==> config.mk <==
export PLATFORM = sky130hd
export DESIGN_NAME = top_level_fresher_fsm_flat
export DESIGN_NICKNAME = d
export VERILOG_FILES = /design/src/rtl/top_level_fresher_fsm_if.sv /design/src/rtl/top_level_fresher_fsm.sv /design/src/flat_wrapper.sv
export SDC_FILE = /design/constraint.sdc
export NUM_CORES = 1
export LEC_CHECK = 0
export ABC_CLOCK_PERIOD_IN_PS = 3100
export CAP_MARGIN = 30
export CORE_MARGIN = 2
export CORE_UTILIZATION = 35
export DETAILED_ROUTE_END_ITERATION = 8
export GPL_TIMING_DRIVEN = 0
export PLACE_DENSITY_LB_ADDON = 0.3
export SLEW_MARGIN = 15
export SYNTH_ARGS = -nofsm -noshare
export SYNTH_HDL_FRONTEND = slang
export SYNTH_SLANG_ARGS = --single-unit
==> constraint.sdc <==
create_clock -name clk_100mhz -period 3.1 [get_ports clk_100mhz]
set_input_delay 0.31 -clock clk_100mhz [delete_from_list [all_inputs] [get_ports clk_100mhz]]
set_output_delay 0.31 -clock clk_100mhz [all_outputs]
set_load 0.03 [all_outputs]
==> src/rtl/top_level_fresher_fsm_if.sv <==
// Board-level pin bundle for the constraint-entry controller: switches, buttons, camera pins, results.
// No handshake; master drives the pins, slave is the controller.
interface top_level_fresher_fsm_if;
    logic [15:0]  sw;
    logic         btnc;
    logic         btnu;
    logic         btnd;
    logic         btnr;
    logic         btnl;
    logic [7:0]   ja;
    logic [2:0]   jb;
    logic [119:0] constraints_out;
    logic         done;

    modport master (
        output sw, btnc, btnu, btnd, btnr, btnl, ja, jb,
        input  constraints_out, done
    );

    modport slave (
        input  sw, btnc, btnu, btnd, btnr, btnl, ja, jb,
        output constraints_out, done
    );
endinterface

==> src/rtl/top_level_fresher_fsm.sv <==
// Button-driven editor for thirty 4-bit constraint slots; a press acts 2 edges after it is first sampled.
// No backpressure: one action per cycle, lower-priority simultaneous presses are dropped.
module top_level_fresher_fsm (
    input  logic                    clk_100mhz,
    input  logic                    reset_in,
    top_level_fresher_fsm_if.slave  bus
);
    localparam logic [1:0] IDLE = 2'd0;
    localparam logic [1:0] EDIT = 2'd1;
    localparam logic [1:0] DONE = 2'd2;

    localparam logic [4:0] LAST_SLOT = 5'd29;

    // Bit order in the conditioning pipeline: {sw0, c, u, d, r, l}
    logic [5:0]   raw;
    logic [5:0]   sync1;
    logic [5:0]   sync2;
    logic [5:0]   edge_q;
    logic [5:0]   pulse;

    logic [1:0]   state;
    logic [4:0]   cursor;
    logic [119:0] slots;
    logic         done_q;

    logic [6:0]   slot_lsb;
    logic [3:0]   cur_slot;

    // The camera pins and spare switches are reserved; folded here so nothing downstream sees them.
    logic         unused_inputs;
    assign unused_inputs = ^{bus.sw[15:1], bus.ja, bus.jb};

    assign raw      = {bus.sw[0], bus.btnc, bus.btnu, bus.btnd, bus.btnr, bus.btnl};
    assign pulse    = sync2 & ~edge_q;
    assign slot_lsb = {cursor, 2'b00};
    assign cur_slot = slots[slot_lsb +: 4];

    always_ff @(posedge clk_100mhz) begin
        if (!reset_in) begin
            sync1  <= '0;
            sync2  <= '0;
            edge_q <= '0;
            state  <= IDLE;
            cursor <= '0;
            slots  <= '0;
            done_q <= 1'b0;
        end else begin
            sync1  <= raw;
            sync2  <= sync1;
            edge_q <= sync2;

            case (state)
                IDLE, DONE: begin
                    if (pulse[5]) begin
                        state  <= EDIT;
                        cursor <= '0;
                        slots  <= '0;
                        done_q <= 1'b0;
                    end
                end
                EDIT: begin
                    // Priority chain: confirm > up > down > right > left; start is ignored here
                    if (pulse[4]) begin
                        state  <= DONE;
                        done_q <= 1'b1;
                    end else if (pulse[3]) begin
                        slots[slot_lsb +: 4] <= cur_slot + 4'd1;
                    end else if (pulse[2]) begin
                        slots[slot_lsb +: 4] <= cur_slot - 4'd1;
                    end else if (pulse[1]) begin
                        cursor <= (cursor == LAST_SLOT) ? 5'd0 : cursor + 5'd1;
                    end else if (pulse[0]) begin
                        cursor <= (cursor == 5'd0) ? LAST_SLOT : cursor - 5'd1;
                    end
                end
                default: begin
                    state <= IDLE;
                end
            endcase
        end
    end

    assign bus.constraints_out = slots;
    assign bus.done            = done_q;
endmodule

==> src/flat_wrapper.sv <==
// flat-port wrapper written by rule: the top's interface ports become plain ports
module top_level_fresher_fsm_flat 
  (clk_100mhz, reset_in, bus_sw, bus_btnc, bus_btnu, bus_btnd, bus_btnr, bus_btnl, bus_ja, bus_jb, bus_constraints_out, bus_done);
  top_level_fresher_fsm_if bus_i ();
  input  logic clk_100mhz;
  input  logic reset_in;
  input wire logic [$bits(bus_i.sw)-1:0] bus_sw;
  input wire logic [$bits(bus_i.btnc)-1:0] bus_btnc;
  input wire logic [$bits(bus_i.btnu)-1:0] bus_btnu;
  input wire logic [$bits(bus_i.btnd)-1:0] bus_btnd;
  input wire logic [$bits(bus_i.btnr)-1:0] bus_btnr;
  input wire logic [$bits(bus_i.btnl)-1:0] bus_btnl;
  input wire logic [$bits(bus_i.ja)-1:0] bus_ja;
  input wire logic [$bits(bus_i.jb)-1:0] bus_jb;
  output wire logic [$bits(bus_i.constraints_out)-1:0] bus_constraints_out;
  output wire logic [$bits(bus_i.done)-1:0] bus_done;
  assign bus_i.sw = bus_sw;
  assign bus_i.btnc = bus_btnc;
  assign bus_i.btnu = bus_btnu;
  assign bus_i.btnd = bus_btnd;
  assign bus_i.btnr = bus_btnr;
  assign bus_i.btnl = bus_btnl;
  assign bus_i.ja = bus_ja;
  assign bus_i.jb = bus_jb;
  assign bus_constraints_out = bus_i.constraints_out;
  assign bus_done = bus_i.done;
  top_level_fresher_fsm u_core (.clk_100mhz(clk_100mhz), .reset_in(reset_in), .bus(bus_i));
endmodule
==> impl_metrics.csv <==
group,metric,value,unit
sta,whs,0.4397,ns
power,ir_drop,0.3445,mV
drt,initialDrtViolationCount,833,
power,p_leak,3.274,nW
placement,pre_cts_ws,-1.021,ns
floorplanning,start_util,0.3585,
run,max_cap_violations,0,
sta,hold_viol,0,
logic_synthesis,yosys-top-cells-count,"146 x dfxtp_1, 113 x nor2_1, 60 x nand2_1",
global_routing,grtUsageTotal,0.2763,
placement,dp_cells,1164,
power,power.share.sequential,0.428,
setup_path,timing.rr.start,"u_core.cursor[0]",
layout,layoutNonFillerInstCount,1207,
logic_synthesis,synth.top_cell.area_share,0.4175,
logic_synthesis,async_flop_share,0,
setup_path,cp.required,3.47,ns
setup_path,critPathCaptureType,"register",
floorplanning,rows,51,
logic_synthesis,synth_area_leaders,"dfxtp_1 42%, mux4_2 8.7%, nor2_1 6.1%, a22oi_1 5.9%, nand3_1 3.7%",
power,p_int,3.161,mW
logic_synthesis,yosys_register_bits,146,
logic_synthesis,yosysWarnings,0,
floorplanning,core,0.01953,mm²
sta,fin_crit_sh,1.012,
clocking,tritoncts,"yes",
global_routing,grt_max_degree,17,
floorplanning,io_pins,155,
drt,dr.pass1.iters,6,
power,clkPwrFrac,0.475,
sta,slew_viol_final,0,
layout,nNetsFinal,972,
global_routing,grt_pass1_vias,6872,
clocking,clk_pin_slew,0.07,ns
worst_hold_path,min_from,"u_core.sync1[2]",
power,p_comb_frac,0.097,
layout,diodes,0,
clocking,cts_buffers,17,
logic_synthesis,mappedNetlistNets,813,
logic_synthesis,synthMostInstantiatedCell,"dfxtp_1",
placement,numPortBuffers,127,
layout,syn_to_final_growth,38.71,%
drt,vias_per_cell,6.031,
clocking,cts_max_level,4,
status,status,"finished with violations",
drt,num_vias,7279,
worst_hold_path,worstHoldPathType,"reg -> reg",
logic_synthesis,post_synth_num_cell_types,51,
power,p_sw_frac,0.2846,
setup_path,critPathKind,"reg -> reg",
clocking,insertion_delay,0.44,ns
clocking,clock_sinks,146,
status,violations,"negative setup slack",
power,p_sw,1.257,mW
setup_path,cp-startpoint,"u_core.cursor[0]",
logic_synthesis,syn_area,0.007000,mm²
sta,worst_slew_pin_slew,1.013,ns
floorplanning,dieHeight,145.4,µm
drt,ant_nets,0,
logic_synthesis,synth_edf_count,0,
sta,min_period,3.138,ns
sta,fmax,318.6,MHz
power,power_per_cell_area,455.0,mW/mm²
floorplanning,die_area,0.02115,mm²
floorplanning,die_w,145.4,µm
sta,setup_ws,-0.03836,ns
clocking,cts_root_buffer,"clkbuf_16",
drt,routed_wl,30040,µm
logic_synthesis,synth_area_leader_cell,"dfxtp_1",
global_routing,grt_pass1_wl,43600,µm
setup_path,crit_path_start_kind,"register",
drt,routed_wire_length_per_instance,24.89,µm
global_routing,grt_overflow,0,
clocking,cts_buffer_depth,2,
placement,hpwl,22230,µm
logic_synthesis,synth_seq_area_share,0.4175,
layout,layout-drive-gt1-share,0.1879,
logic_synthesis,syn_area_per_cell,9.092,µm²
sta,relSlewSlack,0.3193,
global_routing,antenna_found_initial,0,
setup_path,cp.arrival,3.51,ns
sta,fin_skew,0.01273,ns
logic_synthesis,syn_inst,770,
setup_path,cp_max_fo,7,
sta,setup-violations-final,5,
sta,rsz0062_at_grt,"true",
setup_path,rrSetupSlack,-0.04,ns
drt,drc,0,
power,p_total,4.418,mW
placement,routabilityCongestion,1.011,
logic_synthesis,synthFlopType,"dfxtp_1",
power by group through the flow:
stage               logic (mW)  registers, mW  clock network [mW]
floorplan                0.212           1.94                   0
global placement         0.345           1.94                   0
detailed placement       0.349           1.94                   0
CTS                      0.391           1.89                2.11
global route             0.439           1.89                2.19
finish                   0.426           1.89                2.10
registers in the layout, summed over array words and instances, names as in the netlist:
signal / count
u_core.cursor: 5
u_core.bus.done: 1
u_core.edge_q: 6
u_core.sync1: 6
u_core.sync2: 6
u_core.state: 2
u_core.bus.constraints_out: 120
routing by layer:
layer | track usage | up-vias | wire [µm]
li1 | - | 3166 | -
met1 | 0.3704 | 3524 | 12270
met2 | 0.4168 | 485 | 13140
met3 | 0.05799 | 104 | 3063
met4 | 0.1510 | 0 | 1566
met5 | 0 | - | 0
what timing repair did:
item	CTS	global route
pin swaps	6	12
gates cloned	0	0
buffers inserted	8	9
hold buffers	0	0
hold endpoints to repair	0	0
gates resized for setup	61	52
setup endpoints to repair	123	118
final timing paths:
path,to,depth (start not counted)
hold reg to reg,u_core.sync2[2],1
setup / recovery,u_core.bus.constraints_out[53],13
setup reg to reg,u_core.bus.constraints_out[53],13
hold / removal,u_core.sync2[2],1
placed cells by master (no fill, tap or decap), drive strengths merged, types with 2 or more instances in the layout:
master and n:
a22oi 55, or4 3, dfxtp 146, o211ai 3, nand3 52, a22o 4, and2 21, nor2b 11
clkbuf 51, nor2 113, a221oi 4, clkinvlp 4, a32o 4, nand2b 6, a31oi 3, xnor2 5
a221o 2, nand2 60, o21ai 47, a21oi 15, nand4 4, clkdlybuf4s50 127, a2bb2oi 3, mux2i 12
clkinv 5, inv 15, and3 6, a32oi 23, buf 42, or3 2, mux4 27, nor3 10
mux2 5, ha 9, or2 5, o31ai 29
per-stage QoR:
step / TNS, ns / utilization / instance area, µm²
final: -0.07243 / 0.4973 / 9711
after global routing: -0.5439 / 0.4973 / 9711
after CTS: -0.006087 / 0.4842 / 9455
after detailed placement: -83.77 / 0.4413 / 8617
after global placement: -91.24 / 0.4407 / 8605
after floorplan: 0 / - / 7002
worst max-delay path: stages (launching register included):
cell	delay (ns)
dfxtp_4	0.40
buf_12	0.14
buf_12	0.13
mux4_2	0.52
mux2i_2	0.20
a22o_1	0.29
or2_4	0.17
ha_1	0.25
xnor2_2	0.27
nand2_2	0.18
nor3_4	0.17
buf_6	0.15
a22oi_2	0.07
nor2_1	0.11
cells by family after synthesis:
family                     Yosys count  synth area share
muxes                               44            0.1121
DFF                                146            0.4175
AOI/OAI and AO/OA                  196            0.2011
buffers and inverters               73           0.04987
and+or+nand+nor                    296            0.1932
adders and majority gates            9           0.01609
xor gates and xnor gates             6           0.01019
layout make-up:
| class | count | area [µm²] |
|---|---|---|
| Multi-Input combinational cell | 551 | 3979 |
| Sequential cell | 146 | 2930 |
| Clock buffer | 17 | 425.4 |
| Inverter | 10 | 51.30 |
| Tap cell | 265 | 331.6 |
| Fill cell | 1902 | 9816 |
| Buffer | 57 | 385.4 |
| Clock inverter | 15 | 163.9 |
| Timing Repair Buffer | 146 | 1444 |
Power figures use the tool's default switching activity.
